===== src/rtl/mul_div_unit.sv =====
// rtl/mul_div_unit.sv - iterative MULT/MULTU/DIV/DIVU unit with pipeline stall and result-hold handshake
// Optional MDU_FAST_MULT_EN: MULT/MULTU skip the iterative loop and use one registered multiplier.
module mul_div_unit #(
    parameter int DATA_W = 32,
    parameter int CNT_W  = 6
) (
    input  logic              clk,
    input  logic              resetn,
    input  logic              req_valid_i,
    input  logic [1:0]        op_i,
    input  logic [DATA_W-1:0] src_a_i,
    input  logic [DATA_W-1:0] src_b_i,
    input  logic              exe_wr_i,
    input  logic              abort_i,
    output logic              busy_o,
    output logic              done_o,
    output logic [DATA_W-1:0] hi_o,
    output logic [DATA_W-1:0] lo_o
);

    typedef enum logic [1:0] {S_IDLE, S_CALC, S_FIX, S_DONE} state_t;

    state_t            state_q, state_d;
    logic [CNT_W-1:0]  cnt_q;
    logic [DATA_W-1:0] opnd_q, hi_q, lo_q, res_hi_q, res_lo_q;
    logic              is_div_q, neg_q, sa_q;

    logic              accept, sa, sb, last_iter;
    logic [DATA_W-1:0] a_mag, b_mag;

    assign accept    = (state_q == S_IDLE) & req_valid_i & ~abort_i;
    assign sa        = ~op_i[0] & src_a_i[DATA_W-1];
    assign sb        = ~op_i[0] & src_b_i[DATA_W-1];
    assign a_mag     = sa ? -src_a_i : src_a_i;
    assign b_mag     = sb ? -src_b_i : src_b_i;
    assign last_iter = (cnt_q == CNT_W'(DATA_W - 1));

    // Multiply: hi_q accumulates, lo_q holds the multiplier and collects low product bits.
    // Divide: hi_q is the partial remainder, lo_q shifts dividend out and quotient bits in.
    logic [DATA_W:0]   mul_sum, div_shift;
    logic              div_ge;
    logic [DATA_W-1:0] div_rem;

    assign mul_sum   = {1'b0, hi_q} + (lo_q[0] ? {1'b0, opnd_q} : '0);
    assign div_shift = {hi_q, lo_q[DATA_W-1]};
    assign div_ge    = div_shift >= {1'b0, opnd_q};
    assign div_rem   = div_ge ? (div_shift[DATA_W-1:0] - opnd_q) : div_shift[DATA_W-1:0];

    logic [2*DATA_W-1:0] prod_mag, prod_fix;
    logic [DATA_W-1:0]   quo_fix, rem_fix;

`ifdef MDU_FAST_MULT_EN
    assign prod_mag = {{DATA_W{1'b0}}, opnd_q} * {{DATA_W{1'b0}}, lo_q};
`else
    assign prod_mag = {hi_q, lo_q};
`endif
    assign prod_fix = neg_q ? -prod_mag : prod_mag;
    assign quo_fix  = neg_q ? -lo_q : lo_q;
    assign rem_fix  = sa_q ? -hi_q : hi_q;

    always_ff @(posedge clk or negedge resetn) begin
        if (!resetn) begin
            state_q <= S_IDLE;
        end else begin
            state_q <= state_d;
        end
    end

    always_comb begin
        state_d = state_q;
        if (abort_i) begin
            state_d = S_IDLE;
        end else begin
            case (state_q)
                S_IDLE: begin
                    if (accept) begin
`ifdef MDU_FAST_MULT_EN
                        state_d = op_i[1] ? S_CALC : S_FIX;
`else
                        state_d = S_CALC;
`endif
                    end
                end
                S_CALC:  if (last_iter) state_d = S_FIX;
                S_FIX:   state_d = S_DONE;
                S_DONE:  if (exe_wr_i) state_d = S_IDLE;
                default: state_d = S_IDLE;
            endcase
        end
    end

    // abort_i suppresses busy in the same cycle so the flush wins in pipeline control
    assign busy_o = (accept | (state_q == S_CALC) | (state_q == S_FIX)) & ~abort_i;
    assign done_o = (state_q == S_DONE);
    assign hi_o   = res_hi_q;
    assign lo_o   = res_lo_q;

    always_ff @(posedge clk or negedge resetn) begin
        if (!resetn) begin
            cnt_q    <= '0;
            opnd_q   <= '0;
            hi_q     <= '0;
            lo_q     <= '0;
            res_hi_q <= '0;
            res_lo_q <= '0;
            is_div_q <= 1'b0;
            neg_q    <= 1'b0;
            sa_q     <= 1'b0;
        end else begin
            case (state_q)
                S_IDLE: begin
                    if (accept) begin
                        cnt_q    <= '0;
                        is_div_q <= op_i[1];
                        neg_q    <= sa ^ sb;
                        sa_q     <= sa;
                        hi_q     <= '0;
                        opnd_q   <= op_i[1] ? b_mag : a_mag;
                        lo_q     <= op_i[1] ? a_mag : b_mag;
                    end
                end
                S_CALC: begin
                    cnt_q <= cnt_q + 1'b1;
                    if (is_div_q) begin
                        hi_q <= div_rem;
                        lo_q <= {lo_q[DATA_W-2:0], div_ge};
                    end else begin
                        hi_q <= mul_sum[DATA_W:1];
                        lo_q <= {mul_sum[0], lo_q[DATA_W-1:1]};
                    end
                end
                S_FIX: begin
                    if (is_div_q) begin
                        res_hi_q <= rem_fix;
                        res_lo_q <= quo_fix;
                    end else begin
                        {res_hi_q, res_lo_q} <= prod_fix;
                    end
                end
                default: ;
            endcase
        end
    end

endmodule


===== config.mk =====
export PLATFORM = sky130hd
export DESIGN_NAME = mul_div_unit
export DESIGN_NICKNAME = d
export VERILOG_FILES = /design/src/rtl/mul_div_unit.sv
export SDC_FILE = /design/constraint.sdc
export NUM_CORES = 1
export LEC_CHECK = 0
export BUFFER_PORTS_ARGS = -buffer_cell sky130_fd_sc_hd__clkbuf_2
export CORE_MARGIN = 8
export CORE_UTILIZATION = 50
export DETAILED_ROUTE_END_ITERATION = 10
export GPL_ROUTABILITY_DRIVEN = 0
export HOLD_SLACK_MARGIN = 0.03
export PLACE_DENSITY_LB_ADDON = 0.12
export SLEW_MARGIN = 40
export SYNTH_ARGS = -nofsm -noshare
export SYNTH_HDL_FRONTEND = slang
export SYNTH_SLANG_ARGS = --single-unit

===== constraint.sdc =====
create_clock -name clk -period 7.6 [get_ports clk]
set_input_delay 2.28 -clock clk [delete_from_list [all_inputs] [get_ports clk]]
set_output_delay 2.28 -clock clk [all_outputs]
set_load 0.01 [all_outputs]

# == Word-level counts from Yosys, hierarchy flattened ==
# Index checks and enable logic that the tools add are counted.
# classes
add_sub_neg,8
n_lt_le_gt_ge,1
n_eq_ne,8
mux,24
bitwise,10
n_reduce_logical,5
# op_table
op,count
2-to-1 mux 32 bit,14
negation 32 bit,4
one-hot mux 32 bit (2 select lines),2
2-to-1 mux 64 bit,1
negation 64 bit,1
adder 32 x 32 -> 33 bit,1
greater-or-equal comparator 33 x 32 -> 1 bit,1
subtractor 32 bit,1
one-hot mux 6 bit (2 select lines),1
"!= test 3 bit, second input constant",3
2-to-1 mux 2 bit,4
one-hot mux 2 bit (4 select lines),1
"adder 6 x 1 -> 6 bit, second input constant",1
"== test 6 x 5 -> 1 bit, second input constant",1
2-to-1 mux 6 bit,1
AND 1 bit,5
"== test 2 bit, second input constant",2
AND reduction 2 bit,2
AND reduction 3 bit,1
"== test 2 x 1 -> 1 bit, second input constant",1
zero test 2 bit,1
"!= test 2 bit, second input constant",1
inverter 1 bit,2
bitwise OR 1 bit,2
other kinds (2),2
# totals
reg_bits,171
in_bits,71
output_inout_bits,66
wordCells,66

# == Logic depth before layout (Yosys ltp) ==
# Gate-level depths: netlist of the first run.
# depth
word_depth,6
ltp_mapped,14
mapped_depth_nobuf,13

# == Worst setup path after synthesis of the first run ==
# OpenSTA, ideal clock, no wires.
# synth_path
path_type,input to output
start,in req_valid_i
end,out busy_o
t_arrival_ns,2.539
t_required_ns,5.320
path_slack_ns,2.781
cell_stages,2
path_cell_list,nand2_1 > a21oi_1
# synth_between
elab_chain_cells,5
# synth_rtl
item,line,text
"start, declared",9,"input logic req_valid_i,"
AND 1 bit (2 in a row),31,assign accept = (state_q == S_IDLE) & req_valid_i & ~abort_i;
bitwise OR 1 bit (2 in a row),93,assign busy_o = (accept | (state_q == S_CALC) | (state_q == S_FIX)) & ~abort_i;
AND 1 bit,93,
"end, declared",15,"output logic busy_o,"
# No other way between the ends.

# == Final worst setup path of the first run ==
# Same ends and word-level chain as after synthesis.

==> metrics, run 1 <==
P_leak 7.12 nW; Post-Syn Area 14700 um^2; asr flop ratio synth 100%; Final Skew 0.0175 ns; reg2reg setup slack 3.39 ns; IO Count 137; worst-skew pair later-pin latency 0.46 ns; Synth cell types 76; drt wl/cell 20.4 um; Final Net Count 2065; # clock sinks 171; RSZ-0062 raised after global routing false; pin count of the biggest net entering global routing 107; layout cells sized above 1 13.2%; relative slew slack 43.7%; root buffer selected by CTS clkbuf_16; Layout area overhead 10.4%; Hold Path Class reg2reg; final setup vio count 0; Vias 14400; Filler cells 2914; clock buffer depth 2; CP peak stage delay 0.15 ns; VDD IR max 0.000229 V; die width 188 um; Final Util 55.4%; die height 188 um; hold_ws 0.478 ns; minimum clock period 5.01 ns; ANT nets after route 0; clock tree from TritonCTS yes; mean post-synth cell area 7.94 um^2; Setup TNS 0 ns; Resize count post-CTS 0; largest fanout on the critical path 2; CP cell instances clkbuf_2 > nand2_1 > a21oi_1 > clkbuf_2; fin crit share 65.9%; measured slew at the worst slew-check pin 0.838 ns; Final Hold Fails 0; Setup crit start kind input pin; Setup Crit Path Kind in2out; CTS HTree Levels 4; CP Data Required Time 5.32 ns; Post-synth EDFFs 0; ant diodes 0; DRC 0; initial antenna violation count 1; Clk pin slew, worst setup/hold paths 0.08 ns; CP most frequent cell clkbuf_2; pwr/cell area 482 nW/um^2; Core Area 29300 um^2; fmax 200 MHz; data arrival time of the critical path 2.73 ns; GRT Residual Overflow 0; TritonCTS Buffers 17; Top FF cell, synth dfrtp_1; Final Power 7.83 mW; slowest cell on the critical path clkbuf_2; Final HPWL DP 36.2 mm; CTS Hold Bufs 0; 1st-iter DRT viols 1711; Critical Path Sink Type primary output; Post-Syn Nets 2000; status complete, no violations; max-slew violations 0; via count of the first global-routing pass 13900; Post-Route WL 47.5 mm; Yosys reg bits 171; max cap viols 0; DR pass1 iterations 5; Via density 6.20; post-synthesis cell count 1854; row count 63; die area 35200 um^2; Initial Utilization 50.2%; Port Buffers 136; setup bufs post-CTS 0; Total Routing Usage GR 26.6%; Seq/Total Area, Yosys 29.1%; first-pass GRT wire length 76.0 mm; yosys warns 0
## cells in the mapped netlist (24+ instances only)
cell type / n / area, um^2
a21oi_1: 216 / 1080
o21ai_0: 122 / 611
xor2_1: 90 / 788
nand3_1: 39 / 195
mux2i_1: 39 / 390
a211oi_1: 24 / 180
a31oi_1: 28 / 175
o31ai_1: 26 / 195
mux2_2: 41 / 462
a21o_1: 27 / 203
xnor2_1: 87 / 762
nand2_1: 173 / 649
dfrtp_1: 171 / 4280
clkbuf_1: 96 / 360
nor2_1: 217 / 815
ha_1: 73 / 913
inv_1: 64 / 240
nor3_1: 33 / 165
## cell usage in the layout, fill, tap and decap left out, types with 10 or more instances in the layout
cell / synthesis / routed
a211oi_1: 24 / 24
a21o_1: 27 / 27
a21oi_1: 216 / 216
a31oi_1: 28 / 28
and3_1: 16 / 16
buf_4: 0 / 16
clkbuf_16: 0 / 17
clkbuf_2: 0 / 135
dfrtp_1: 171 / 170
ha_1: 73 / 71
inv_1: 64 / 64
mux2_2: 41 / 41
mux2i_1: 39 / 39
nand2_1: 173 / 173
nand2b_1: 10 / 10
nand3_1: 39 / 39
nand4_1: 15 / 15
nor2_1: 217 / 217
nor2b_1: 15 / 14
nor3_1: 33 / 33
nor4_1: 12 / 11
o211ai_1: 16 / 16
o21a_1: 13 / 13
o21ai_0: 122 / 122
o21bai_1: 10 / 10
o31ai_1: 26 / 26
o41ai_1: 10 / 10
or3_1: 14 / 14
or4_1: 10 / 10
xnor2_1: 87 / 87
xor2_1: 90 / 90
## per-layer routing
metal | wire length [um] | global-route usage [%]
met1 | 21100 | 36.4
met2 | 21200 | 41.2
met3 | 3670 | 5.05
met4 | 1530 | 9.88
met5 | 9 | 0
## per-stage QoR
stage	instance area (um^2)	worst slack [ns]	cells
2_1_floorplan	14700	2.78	1854
3_3_place_gp	15600	2.45	2290
5_1_grt	16200	2.49	2322
4_1_cts	16200	2.60	2322
6_report	16200	2.59	2322
3_5_place_dp	15600	2.44	2290
## logic make-up after synthesis
kind of cell / Yosys count / synth area share [%]
DFF: 171 / 29.1
muxes: 80 / 5.79
AOI/OAI and AO/OA: 579 / 24.2
buffers and inverters: 173 / 4.50
xor gates and xnor gates: 177 / 10.5
and+or+nand+nor: 599 / 19.4
adders and majority gates: 75 / 6.48
## critical path: cells and delay by family
| family | cells | cell delay [ns] |
|---|---|---|
| AO/OA/AOI/OAI | 1 | 0.14 |
| AND/OR/NAND/NOR | 1 | 0.06 |
| buffers and inverters | 2 | 0.24 |
## power breakdown
| part | switching (mW) | leakage (nW) | internal, mW |
|---|---|---|---|
| Combinational | 3.02 | 4.77 | 1.96 |
| Clock | 0.459 | 0.291 | 0.447 |
| Sequential | 0.618 | 2.07 | 1.32 |
## cell type report
class,count,area (um^2),area share (%)
clock buffer,17,425,2.62
clock inverter,15,164,1.01
timing repair buffer,153,818,5.04
tap,390,488,3.00
inverter,66,248,1.53
sequential,171,4280,26.4
multi-input combinational,1510,9820,60.4
## path summary, 6_finish.rpt
| kind | from | end | cells after the start |
|---|---|---|---|
| min reg2reg | opnd_q[30] | opnd_q[30] | 2 |
| max | req_valid_i | busy_o | 4 |
| max reg2reg | lo_q[31] | hi_q[30] | 13 |
| min | opnd_q[30] | opnd_q[30] | 2 |
| max in group asynchronous | resetn | is_div_q | 2 |
| min in group asynchronous | resetn | lo_o[12] | 1 |
## flip-flops by register name, summed over array words and instances, names as in the netlist, 2 cells and up
name     flops
lo_o        32
cnt_q        6
hi_o        32
lo_q        32
hi_q        32
opnd_q      32
state_q      2
Power figures use the tool's default switching activity.
==> run 2, diff against run 1 <==
clock period = 4.27 ns   (was 7.6 ns; I/O delays follow)
==> metrics, run 2 (synthesis gave the netlist of run 1 again) <==
CP cell instances and2_1 > ha_1 > inv_1 > fa_1 > nand2b_1 > a21oi_1 > o2111ai_1 > a211oi_1 > a211oi_1 > o31a_1 > o21ai_0 > xor2_1 > a221o_1; Port Buffers 136 (unchanged); Vias 14600 (+1.7%); first-pass GRT wire length 76.3 mm (+0.32%); max-slew violations 0 (unchanged); worst hold start opnd_q[27]; Total Routing Usage GR 26.9% (+0.24 points); Post-Route WL 48.2 mm (+1.4%); minimum clock period 3.72 ns; Worst Reg-to-Reg Cells 13 (unchanged); 1st-iter DRT viols 1532 (-10%); final setup vio count 0 (unchanged); Final Skew 0.0127 ns (-0.00482 ns); pwr/cell area 857 nW/um^2 (+78%); via count of the first global-routing pass 13900 (+0.62%); data arrival time of the critical path 4.06 ns (+1.33 ns); IO Count 137 (unchanged); DR pass1 iterations 6 (+1); GR met3 Demand/Resource 4.57% (-0.48 points); CP Data Required Time 4.60 ns (-0.72 ns); Most Crowded Layer GR met2; RR Endpoint hi_q[25]; setup bufs post-CTS 0 (unchanged); die width 188 um (unchanged); met2 Resource Use GR 41.6% (+0.40 points); clock tree from TritonCTS yes; ANT nets after route 0 (unchanged); clock buffer depth 2 (unchanged); layout cells sized above 1 14.8% (+1.6 points); Critical Path Sink Type flop; Reg-to-Reg Start lo_q[0]; die area 35200 um^2 (unchanged); Resize count post-CTS 0 (unchanged); die height 188 um (unchanged); # clock sinks 171 (unchanged); Final WS setup 0.546 ns (-2.05 ns); pin count of the biggest net entering global routing 107 (unchanged); CTS Hold Bufs 0 (unchanged); Layout area overhead 12.3%; reg2reg setup slack 0.55 ns (-2.84 ns); Setup Crit Path Kind reg2reg; placed insts 2327 (+1.6%); ant diodes 0 (unchanged); Final HPWL DP 36.9 mm (+1.9%); measured slew at the worst slew-check pin 0.881 ns (+0.0429 ns); max cap viols 0 (unchanged); Critical Path End hi_q[25]; Finished Layout Cells 2359 (+1.6%); RSZ-0062 raised after global routing false; Final Hold Fails 0 (unchanged); fmax 268 MHz; fin crit share 87.2%; Setup crit start kind flop; DRC 0 (unchanged); initial antenna violation count 1 (unchanged); most common cell after layout, fill and taps aside nor2_1; Clk pin slew, worst setup/hold paths 0.08 ns (about the same); P_leak 7.31 nW (+2.6%); largest fanout on the critical path 7 (+5); Via density 6.20 (about the same); row count 63 (unchanged); Final Net Count 2102 (+1.8%); Initial Utilization 50.2% (unchanged); CP peak stage delay 0.54 ns (+0.39 ns); worst-skew pair later-pin latency 0.46 ns (about the same); Core Area 29300 um^2 (unchanged); Hold Path Class reg2reg; drt wl/cell 20.4 um (-0.16%); Critical path origin lo_q[0]; commonest non-fill, non-tap cells in the layout nor2_1 (217), a21oi_1 (216), nand2_1 (173); slowest cell on the critical path dfrtp_1; Setup TNS 0 ns (unchanged); VDD IR max 0.000377 V (+65%); pre-CTS setup slack 0.194 ns (-2.25 ns); root buffer selected by CTS clkbuf_16; CP most frequent cell a211oi_1; relative slew slack 40.3% (-3.4 points); CTS HTree Levels 4 (unchanged); met1 usage 37.0% (+0.56 points); TritonCTS Buffers 17 (unchanged); GRT Residual Overflow 0 (unchanged); status complete, no violations
## run 2: cell types whose count changed in the layout (fill, tap and decap cells not counted), sizes merged
cell | previous run | this run
buf | 18 | 55
## run 2: final cells by class
type,instances,area [um^2]
inverter,66,248
clock buffer,17,425
timing repair buffer,190,1110
fill,2787,12800
multi-input combinational,1510,9810
clock inverter,15,165
sequential,171,4280
tap,390,488
## run 2: per-stage QoR
stage | hold slack (ns) | utilization (%) | power, mW | cell area [um^2]
finish | 0.482 | 56.4 | 14.2 | 16500
floorplan | 0.439 | - | 9.60 | 14700
global placement | 0.458 | 54.3 | 12.2 | 15900
global route | 0.513 | 56.4 | 15.3 | 16500
detailed placement | 0.469 | 54.3 | 12.4 | 15900
CTS | 0.488 | 56.3 | 14.0 | 16500
## run 2: critical path, delay by kind of cell, from the launching register on
family                     cells  cell delay, ns
buffers and inverters          1            0.06
AOI/OAI and AO/OA              7            1.99
DFF                            1            0.54
adders and majority gates      2            0.56
and+or+nand+nor                2            0.37
xor gates and xnor gates       1            0.09
## run 2: worst min-delay path by stage
stage                       endpoint  slack, ns  depth (start not counted)
final                     opnd_q[27]       0.48                          2
after global routing       opnd_q[9]       0.51                          2
after CTS                    hi_q[7]       0.49                          1
after detailed placement     hi_q[7]       0.47                          1
after global placement       hi_q[7]       0.46                          1
after floorplan           opnd_q[28]       0.44                          2
## run 2: per-layer routing
metal  vias to the layer above  part of all wire [%]
met5                         -                 0.027
met4                         2                   3.3
met3                       125                   8.1
met2                       662                    44
met1                      6939                    45
li1                       6900                     -
## run 2: where the power goes
group          switching (mW)  total (mW)  internal (mW)  leakage (nW)
Combinational            5.61        9.28           3.67          4.95
Sequential              0.898        3.26           2.36          2.07
Clock                   0.826        1.62          0.795         0.292
==> run 3, diff against run 2 <==
==> constraint.sdc (replaced) <==
create_clock -name clk -period 4.27 [get_ports clk]
set_input_delay 0.854 -clock clk [delete_from_list [all_inputs] [get_ports clk]]
set_output_delay 0.854 -clock clk [all_outputs]
set_load 0.01 [all_outputs]
==> metrics, run 3 (synthesis gave the netlist of run 1 again) <==
status complete, no violations; commonest non-fill, non-tap cells in the layout nor2_1 (217), a21oi_1 (216), nand2_1 (173); Setup TNS 0 ns (unchanged); TritonCTS Buffers 17 (unchanged); root buffer selected by CTS clkbuf_16; CTS HTree Levels 4 (unchanged); Core Area 29300 um^2 (unchanged); max-slew violations 0 (unchanged); pwr/cell area 860 nW/um^2 (+0.38%); die area 35200 um^2 (unchanged); data arrival time of the critical path 4.09 ns (+0.03 ns); via count of the first global-routing pass 13700 (-1.4%); measured slew at the worst slew-check pin 0.824 ns (-0.0569 ns); CP Data Required Time 4.61 ns (about the same); Resize count post-CTS 0 (unchanged); Filler cells 2771 (-0.57%); placed insts 2321 (-0.26%); most common cell after layout, fill and taps aside nor2_1; ant diodes 0 (unchanged); relative slew slack 45.1% (+4.7 points); drt wl/cell 20.6 um (+0.89%); Port Buffers 136 (unchanged); worst-skew pair later-pin latency 0.46 ns (about the same); 1st-iter DRT viols 1724 (+13%); Final Hold Fails 0 (unchanged); Final Skew 0.0104 ns (-0.00233 ns); DR pass1 iterations 6 (unchanged); P_leak 7.28 nW (-0.36%); Clk pin slew, worst setup/hold paths 0.08 ns (about the same); Setup Crit Path Kind reg2reg; Via density 6.20 (about the same); Finished Layout Cells 2354 (-0.21%); final setup vio count 0 (unchanged); RSZ-0062 raised after global routing false; CTS Hold Bufs 0 (unchanged); initial antenna violation count 2 (+1); DRC 0 (unchanged); setup bufs post-CTS 0 (unchanged); # clock sinks 171 (unchanged); Final HPWL DP 36.9 mm (about the same); IO Count 137 (unchanged); max cap viols 0 (unchanged); pin count of the biggest net entering global routing 107 (unchanged); Hold Path Class in2async; Initial Utilization 50.2% (unchanged); clock tree from TritonCTS yes; die height 188 um (unchanged); Total Routing Usage GR 26.7% (-0.11 points); Final Net Count 2097 (-0.24%); GRT Residual Overflow 0 (unchanged); die width 188 um (unchanged); Setup crit start kind flop; fin crit share 87.7% (+0.50 points); first-pass GRT wire length 76.0 mm (-0.36%); VDD IR max 0.000415 V (+10%); ANT nets after route 0 (unchanged); Vias 14600 (-0.21%); Post-Route WL 48.5 mm (+0.68%); Layout area overhead 12.1%; minimum clock period 3.75 ns (+0.0215 ns); row count 63 (unchanged); largest fanout on the critical path 8 (+1); clock buffer depth 2 (unchanged); Critical Path Sink Type flop; layout cells sized above 1 14.5% (-0.27 points); reg2reg setup slack 0.52 ns (-0.02 ns); fmax 267 MHz (-0.58%)
==> run 3: cell types whose count changed in the layout (fill, tap and decap cells not counted), sizes merged <==
cell      change
clkinvlp      +1
buf           -6
inv           -5
clkbuf        +2
clkinv        +3
==> run 3: metal layers <==
| metal | wire length [um] | vias to the layer above | global-route usage [%] | part of all wire [%] |
|---|---|---|---|---|
| met1 | 21300 | 6921 | 36.8 | 44 |
| li1 | - | 6909 | - | - |
| met3 | 4020 | 99 | 5.35 | 8.3 |
| met2 | 21700 | 667 | 41.5 | 45 |
| met5 | 13 | - | 0 | 0.027 |
| met4 | 1450 | 2 | 8.88 | 3.0 |
==> run 3: path summary, 6_finish.rpt <==
kind                       startpoint    endpoint  depth (start not counted)
hold / removal                 resetn    lo_o[12]                          1
setup reg to reg             lo_q[31]    hi_q[30]                         14
hold reg to reg            opnd_q[28]  opnd_q[28]                          2
setup / recovery             lo_q[31]    hi_q[30]                         14
max in group asynchronous      resetn    hi_q[18]                          3
min in group clk           opnd_q[28]  opnd_q[28]                          2
==> run 3: worst max-delay path: stages (launching register included) <==
cell,delay [ns]
dfrtp_1,0.52
inv_1,0.18
ha_1,0.20
inv_1,0.06
fa_1,0.41
a21o_1,0.19
a221oi_1,0.24
buf_4,0.19
nor4bb_1,0.05
a211oi_1,0.45
o31ai_1,0.24
a41oi_1,0.31
xor2_1,0.20
o211ai_1,0.12
a32o_1,0.28
==> run 3: report_power, final <==
group	leakage, nW	internal (mW)	switching, mW
Sequential	2.07	2.36	0.861
Clock	0.286	0.797	0.803
Combinational	4.93	3.66	5.70
Total	7.28	6.82	7.37
==> run 3: per-stage QoR <==
stage / hold slack, ns / instance area (um^2) / util [%] / power (mW) / setup slack, ns
after floorplan: 0.439 / 14700 / - / 9.60 / 1.01
after global placement: 0.459 / 15900 / 54.1 / 12.3 / 0.678
after detailed placement: 0.457 / 15900 / 54.1 / 12.4 / 0.643
after CTS: 0.474 / 16500 / 56.1 / 14.0 / 0.613
after global routing: 0.253 / 16500 / 56.2 / 15.2 / 0.400
final: 0.260 / 16500 / 56.2 / 14.2 / 0.524
==> run 3: final cells by class <==
cell class	count	area [um^2]	share of cell area (%)
multi-input combinational	1510	9810	59.5
timing repair buffer	185	1080	6.55
sequential	171	4280	26.0
tap	390	488	2.96
clock buffer	18	439	2.66
clock inverter	14	149	0.903
inverter	66	248	1.50
